## config.mk

```make
export PLATFORM = sky130hd
export DESIGN_NAME = rv64_decode_execute
export DESIGN_NICKNAME = d
export VERILOG_FILES = /design/src/rtl/rv64_decode_execute_pkg.sv /design/src/rtl/rv64_decode_execute_alu.sv /design/src/rtl/rv64_decode_execute.sv
export SDC_FILE = /design/constraint.sdc
export NUM_CORES = 2
export LEC_CHECK = 0
export CAP_MARGIN = 10
export CORE_UTILIZATION = 35
export DETAILED_ROUTE_END_ITERATION = 10
export PLACE_DENSITY = 0.69
export SKIP_CTS_REPAIR_TIMING = 1
export SLEW_MARGIN = 40
export SYNTH_ARGS = -nofsm -noshare
export SYNTH_HDL_FRONTEND = slang
export SYNTH_HIERARCHICAL = 1
export SYNTH_SLANG_ARGS = --single-unit
```

## constraint.sdc

```tcl
create_clock -name clk -period 11.6 [get_ports clk]
set_input_delay 3.48 -clock clk [delete_from_list [all_inputs] [get_ports clk]]
set_output_delay 3.48 -clock clk [all_outputs]
set_load 0.01 [all_outputs]
```

## src/rtl/rv64_decode_execute_pkg.sv

```systemverilog
// rv64_decode_execute_pkg: opcodes, immediate formats, ALU and branch codes shared across the ID/EX slice
package rv64_decode_execute_pkg;
    localparam logic [6:0] OP_R      = 7'b0110011;
    localparam logic [6:0] OP_IMM    = 7'b0010011;
    localparam logic [6:0] OP_LOAD   = 7'b0000011;
    localparam logic [6:0] OP_STORE  = 7'b0100011;
    localparam logic [6:0] OP_BRANCH = 7'b1100011;
    localparam logic [2:0] IMM_I = 3'b000;
    localparam logic [2:0] IMM_S = 3'b001;
    localparam logic [2:0] IMM_B = 3'b010;
    localparam logic [2:0] IMM_U = 3'b011;
    localparam logic [2:0] IMM_J = 3'b100;
    localparam logic [2:0] ALU_ADD  = 3'b000;
    localparam logic [2:0] ALU_SLL  = 3'b001;
    localparam logic [2:0] ALU_SLT  = 3'b010;
    localparam logic [2:0] ALU_SLTU = 3'b011;
    localparam logic [2:0] ALU_XOR  = 3'b100;
    localparam logic [2:0] ALU_SR   = 3'b101;
    localparam logic [2:0] ALU_OR   = 3'b110;
    localparam logic [2:0] ALU_AND  = 3'b111;
    localparam logic [2:0] BR_EQ  = 3'b000;
    localparam logic [2:0] BR_NE  = 3'b001;
    localparam logic [2:0] BR_LT  = 3'b100;
    localparam logic [2:0] BR_GE  = 3'b101;
    localparam logic [2:0] BR_LTU = 3'b110;
    localparam logic [2:0] BR_GEU = 3'b111;
    localparam int F7_ALT_BIT = 5;
endpackage

```

## src/rtl/rv64_decode_execute_alu.sv

```systemverilog
// rv64_decode_execute_alu: 64-bit RV64I integer ALU, purely combinational
module rv64_decode_execute_alu
    import rv64_decode_execute_pkg::*;
(
    input  logic [2:0]  funct3,
    input  logic        alt,
    input  logic [63:0] a,
    input  logic [63:0] b,
    output logic [63:0] y
);
    logic [5:0] sh;
    assign sh = b[5:0];
    always_comb begin
        y = '0;
        case (funct3)
            ALU_ADD:  y = alt ? a - b : a + b;
            ALU_SLL:  y = a << sh;
            ALU_SLT:  y = {63'd0, $signed(a) < $signed(b)};
            ALU_SLTU: y = {63'd0, a < b};
            ALU_XOR:  y = a ^ b;
            ALU_SR:   y = alt ? 64'($signed(a) >>> sh) : a >> sh;
            ALU_OR:   y = a | b;
            ALU_AND:  y = a & b;
            default:  y = '0;
        endcase
    end
endmodule

```

## src/rtl/rv64_decode_execute.sv

```systemverilog
// rv64_decode_execute: ID-stage control decode and branch resolution, EX-stage ALU with a holdable result register
module rv64_decode_execute
    import rv64_decode_execute_pkg::*;
(
    input  logic        clk,
    input  logic        rst,
    input  logic [6:0]  opcode,
    input  logic [2:0]  funct3,
    input  logic [6:0]  funct7,
    output logic        mem_read,
    output logic        mem_write,
    output logic        reg_write,
    output logic        branch,
    output logic [2:0]  alu_funct3,
    output logic [6:0]  alu_funct7,
    output logic [2:0]  imm_type,
    output logic        alu_src_b_sel,
    input  logic [63:0] id_rs1_data,
    input  logic [63:0] id_rs2_data,
    input  logic [63:0] id_pc,
    input  logic [63:0] id_imm,
    output logic        take_branch,
    output logic [63:0] branch_target,
    input  logic [2:0]  ex_funct3,
    input  logic [6:0]  ex_funct7,
    input  logic [63:0] ex_rs1,
    input  logic [63:0] ex_rs2,
    input  logic        ex_hold,
    output logic [63:0] ex_result,
    output logic [63:0] ex_result_q
);
    logic eq, lt, ltu, cond;
    logic unused_funct7;
    assign unused_funct7 = ^{ex_funct7[6], ex_funct7[4:0]};
    always_comb begin
        mem_read      = 1'b0;
        mem_write     = 1'b0;
        reg_write     = 1'b0;
        branch        = 1'b0;
        alu_src_b_sel = 1'b0;
        imm_type      = IMM_I;
        alu_funct3    = ALU_ADD;
        alu_funct7    = '0;
        case (opcode)
            OP_R: begin
                reg_write  = 1'b1;
                alu_funct3 = funct3;
                alu_funct7 = funct7;
            end
            OP_IMM: begin
                reg_write     = 1'b1;
                alu_src_b_sel = 1'b1;
                alu_funct3    = funct3;
                // only shifts carry funct7; otherwise imm[11:5] would turn ADDI into SUB
                alu_funct7    = (funct3 == ALU_SLL || funct3 == ALU_SR) ? funct7 : '0;
            end
            OP_LOAD: begin
                mem_read      = 1'b1;
                reg_write     = 1'b1;
                alu_src_b_sel = 1'b1;
            end
            OP_STORE: begin
                mem_write     = 1'b1;
                alu_src_b_sel = 1'b1;
                imm_type      = IMM_S;
            end
            OP_BRANCH: begin
                branch     = 1'b1;
                alu_funct3 = funct3;
                imm_type   = IMM_B;
            end
            default: ;
        endcase
    end
    assign eq  = id_rs1_data == id_rs2_data;
    assign lt  = $signed(id_rs1_data) < $signed(id_rs2_data);
    assign ltu = id_rs1_data < id_rs2_data;
    assign cond = alu_funct3 == BR_EQ  ? eq   :
                  alu_funct3 == BR_NE  ? !eq  :
                  alu_funct3 == BR_LT  ? lt   :
                  alu_funct3 == BR_GE  ? !lt  :
                  alu_funct3 == BR_LTU ? ltu  :
                  alu_funct3 == BR_GEU ? !ltu : 1'b0;
    assign take_branch   = branch & cond;
    assign branch_target = id_pc + id_imm;
    rv64_decode_execute_alu u_alu (
        .funct3 (ex_funct3),
        .alt    (ex_funct7[F7_ALT_BIT]),
        .a      (ex_rs1),
        .b      (ex_rs2),
        .y      (ex_result)
    );
    always_ff @(posedge clk) begin
        if (rst)
            ex_result_q <= '0;
        else if (!ex_hold)
            ex_result_q <= ex_result;
    end
endmodule

```

== Word level (Yosys, flattened, before mapping) ==
Index checks and enable logic that the tools add are counted.

* Divide/modulo/power cells: 0
* Bitwise gates (word level): 4
* Reductions and logical operators: 9
* Equal/unequal tests: 20
* Magnitude comparators: 4
* Muxes and demuxes: 18
* $add $sub $neg: 3
* Shifts and indexed selects: 3
* Multipliers: 0

{| class="wikitable"
|+ Operators by type and width
! cell !! count
|-
| $pmux W64 S8 || 1
|-
| $lt A64 B64 Y1 || 4
|-
| $add A64 B64 Y64 || 2
|-
| $mux W64 || 2
|-
| $and A64 B64 Y64 || 1
|-
| $eq A64 B64 Y1 || 1
|-
| $or A64 B64 Y64 || 1
|-
| $shl A64 B6 Y64 || 1
|-
| $shr A64 B6 Y64 || 1
|-
| $sshr A64 B6 Y64 || 1
|-
| $sub A64 B64 Y64 || 1
|-
| $xor A64 B64 Y64 || 1
|-
| $eq A3 B3 Y1 const B || 9
|-
| $eq A7 B6 Y1 const B || 2
|-
| $pmux W7 S2 || 1
|-
| $mux W1 || 11
|-
| $eq A3 B1 Y1 const B || 3
|-
| $reduce_or A3 Y1 || 3
|-
| $eq A7 B2 Y1 const B || 1
|-
| $eq A7 B5 Y1 const B || 1
|-
| $eq A7 B7 Y1 const B || 1
|-
| $mux W7 || 1
|-
| $eq A3 B2 Y1 const B || 2
|-
| $logic_not A3 Y1 || 2
|-
| other kinds (5) || 7
|}

* Memories kept: 0
* Word-level logic and storage cells: 62
* Memory bits (read-only): 0
* Bits in registers: 64
* Bits in latches: 0
* Input port bits: 414
* Memory bits (writable): 0

== Depth between registers and ports, before layout ==
* Word-level depth: 11
* Gate-level depth with buffers: 18
* Gate-level depth less buffers: 15

== Modules after synthesis ==
The synthesis kept the hierarchy.

{| class="wikitable"
|+ Modules (own cells, without submodules)
! module !! sequential area each (µm²) !! area each (µm²) !! times used !! cells each
|-
| rv64_decode_execute_alu || 0.0 || 19777.7 || 1 || 2918
|-
| rv64_decode_execute || 1281.2 || 8085.3 || 1 || 1077
|}

== Worst setup path before layout ==
OpenSTA, ideal clock, no wires.

* Kind: input -> output
* Start point: input port ex_rs2[3]
* End point: output port ex_result[35]
* Path slack: 952 ps
* Data required time: 8120 ps
* Buffers on the path: 4
* Arrival time: 7168 ps
* Stages on the path: 16
* Path through: clkbuf_1 > inv_1 > clkbuf_1 > buf_1 > clkbuf_1 > ha_1 > nor2_1 > o211ai_1 > a21oi_1 > a2111oi_4 > o31ai_1 > a31oi_1 > o311ai_0 > o2111ai_1 > xnor2_1 > o21ai_1

* Word-level cells in the longest chain between the ends: 3

{| class="wikitable"
|+ Ends and longest elaborated chain
! element !! line !! text
|-
| from (decl) || rv64_decode_execute.sv:27 || <nowiki>input logic [63:0] ex_rs2,</nowiki>
|-
| $add A64 B64 Y64, or another cell as far along || rv64_decode_execute_alu.sv:16 || <nowiki>ALU_ADD: y = alt ? a - b : a + b;</nowiki>
|-
| $mux W64 (on tied branches) || rv64_decode_execute_alu.sv:16, rv64_decode_execute_alu.sv:21 ||
|-
| $pmux W64 S8 * || rv64_decode_execute_alu.sv:15 || <nowiki>case (funct3)</nowiki>
|-
| to (decl) || rv64_decode_execute.sv:29 || <nowiki>output logic [63:0] ex_result,</nowiki>
|}

Mark *: on every way between the ends. The rest lies on a longest branch, timed or not.

== Final worst setup path ==
* Start point: input port ex_rs1[1]
* End point: output port ex_result[53]

* Word-level cells in the longest chain between the ends: 3

{| class="wikitable"
|+ Ends and longest elaborated chain
! element !! line !! text
|-
| from (decl) || rv64_decode_execute.sv:26 || <nowiki>input logic [63:0] ex_rs1,</nowiki>
|-
| $add A64 B64 Y64, or another cell as far along || rv64_decode_execute_alu.sv:16 ||
|-
| $mux W64 (on tied branches) || rv64_decode_execute_alu.sv:16, rv64_decode_execute_alu.sv:21 ||
|-
| $pmux W64 S8 * || rv64_decode_execute_alu.sv:15 ||
|}

Marks and branches as above.

==> qor.yml <==
outcome: "finished clean"
hold_viol: 0
max-cap-violations: 0
rsz0062_at_grt: "yes"
dp_hpwl_um: 148000
syn2layout_area_growth_pct: 38.3
wl_met3_um: 16000
syn_inst: 3995
cts_sinks: 64
die_w_um: 284
drive_gt1_share_pct: 15.5
leakagePower_nw: 16.8
largest_register: "ex_result_q"
wirelength_um: 177000
first_iter_violations: 4188
cts_tree: "yes"
worst_hold_path.num_cells: 2
hp-start: "ex_result_q[49]"
hp-class: "register to register"
min_to: "ex_result_q[49]"
stdcell_count: 5894
drcViolationCount: 0
row_count: 103
period_needed_ns: 11.59
r2r_slack_ns: 10.93
period_share_pct: 99.9
place_area_um2: 38000
synth.net_count: 4732
die_h_um: 284
worstPathMaxFanout: 4
cts_buffers: 9
vias: 36400
top_regs: "ex_result_q x64"
start_kind: "input port"
required_ns: 8.12
setup_violations: 0
antenna_left: 0
largest_reg_flops: 64
top_layer: "met5"
worstSkewPairLatency_ns: 0.36
grt_pass1_vias: 34400
synth.cell_area_um2: 27900
ioPinCount: 625
start_util_pct: 35.3
m1WireLength_um: 69300
power_density_nw_per_um2: 72.8
fmax_ghz: 0.0863
clk_path_buf_depth: 2
crit_type: "input port to primary output"
fin_area_um2: 38500
ir_drop_mv: 0.0861
r2r_end: "ex_result_q[59]"
antenna_found_initial: 26
ys_warn_count: 6
synth-seq-area-share_pct: 4.60
wl_per_cell_um: 30.1
cts-root-buf: "clkbuf_16"
synth-seq-cells: 64
htree_levels: 3
worstMarginPinSlew_ns: 0.922
synth_edf_count: 0
r2r_cells: 2
gr-total-overflow: 0
slew_headroom_pct: 37.9
clk_pin_slew_ns: 0.06
layout_commonest_cell: "clkdlybuf4s50_1"
fp.coreArea_um2: 78900
worstReg2RegStart: "ex_result_q[59]"
gp_congestion: 1.10
dr_wl_met2_um: 79400
nNetsFinal: 5559
grt_max_degree: 126
via_per_inst: 6.17
first_pass_iters: 8
port_buffers: 617
grt_pass1_wl_um: 248000
ys_types: 106
avgSynthCellArea_um2: 6.97
die_area_um2: 80700
cp-end-kind: "primary output"
placed_cells: 5859
synthArstFlopShare_pct: 0
crit_arrival_ns: 8.11
fin_skew_ns: 0
final_cell_mix: "600 x clkdlybuf4s50_1, 574 x nor2_1, 475 x buf_4"
grt_usage_pct: 42.0
synth_ff_type: "dfxtp_1"
slew_viol_final: 0
critical path, stage by stage:
cell and delay (ns):
clkdlybuf4s50_1 0.52, inv_1 0.14, ha_1 0.34, a211oi_1 0.36
o21ai_1 0.18, o211a_1 0.30, o211a_1 0.28, buf_12 0.14
o211ai_1 0.35, a211oi_1 0.14, buf_4 0.18, o221ai_1 0.27
buf_4 0.19, mux2i_1 0.08, xnor2_1 0.17, o21ai_1 0.35
clkdlybuf4s50_1 0.63
Yosys cell counts, drive strengths merged, types with 51 or more instances:
cell    count  area, um^2
buf       110         532
a21o       93         698
inv       307        1150
nor2      579        2180
o211ai     58         445
nand4      58         363
nand2     281        1050
a21oi     396        1990
mux4      134        3020
nand3      51         255
xnor2      86         753
nor3      104         531
mux2i     195        1950
clkbuf    175         657
o21ai     292        1470
a211oi     61         478
dfxtp      64        1280
ha        320        4000
worst max-delay path by stage:
stage | end | cells past startpoint | start | slack (ns)
3_3_place_gp | ex_result[46] | 17 | ex_rs1[16] | -0.18
5_1_grt | ex_result[46] | 17 | ex_rs1[16] | -0.06
6_report | ex_result[53] | 17 | ex_rs1[1] | 0.01
4_1_cts | ex_result[46] | 17 | ex_rs1[16] | -0.20
2_1_floorplan | ex_result[35] | 16 | ex_rs2[3] | 0.95
3_5_place_dp | ex_result[46] | 17 | ex_rs1[16] | -0.19
stage by stage:
stage	TNS (ns)	hold slack [ns]	utilization [%]	total power, mW	setup WS [ns]
after floorplan	0	0.536	-	1.32	0.952
after global placement	-0.180	0.473	48.1	2.40	-0.176
after detailed placement	-0.304	0.483	48.1	2.40	-0.190
after CTS	-0.351	0.499	48.5	2.73	-0.196
after global routing	-0.120	0.516	48.8	2.91	-0.0561
final	0	0.495	48.8	2.80	0.0129
routing by layer:
layer	GRT usage, %	up-vias
li1	-	16300
met1	52.3	17300
met2	67.6	2284
met3	6.85	457
met4	25.8	6
met5	0	-
power by group:
group	internal, mW	leakage (nW)	total (mW)	switching, mW
Clock	0.191	0.154	0.317	0.126
Combinational	0.941	16.2	2.24	1.30
Sequential	0.236	0.524	0.244	0.00851
Total	1.37	16.8	2.80	1.44
final cells by class:
class                           instances  area [um^2]
Antenna cell                           17         42.5
Clock buffer                            9          225
Clock inverter                          7          104
Fill cell                            8154        40300
Inverter                              312         1170
Multi-Input combinational cell       3334        24400
Sequential cell                        64         1280
Tap cell                             1050         1310
Timing Repair Buffer                 1101         9950
kinds of logic after synthesis:
family                   share of synthesized area (%)
flip-flops                                        4.60
AO/OA/AOI/OAI                                     30.2
buffers and inverters                             8.47
adder cells (fa/ha/maj)                           14.6
multiplexers                                      18.2
AND/OR/NAND/NOR                                   20.6
other                                           0.0135
XOR/XNOR                                          3.43
(Power assumes the default switching activity.)
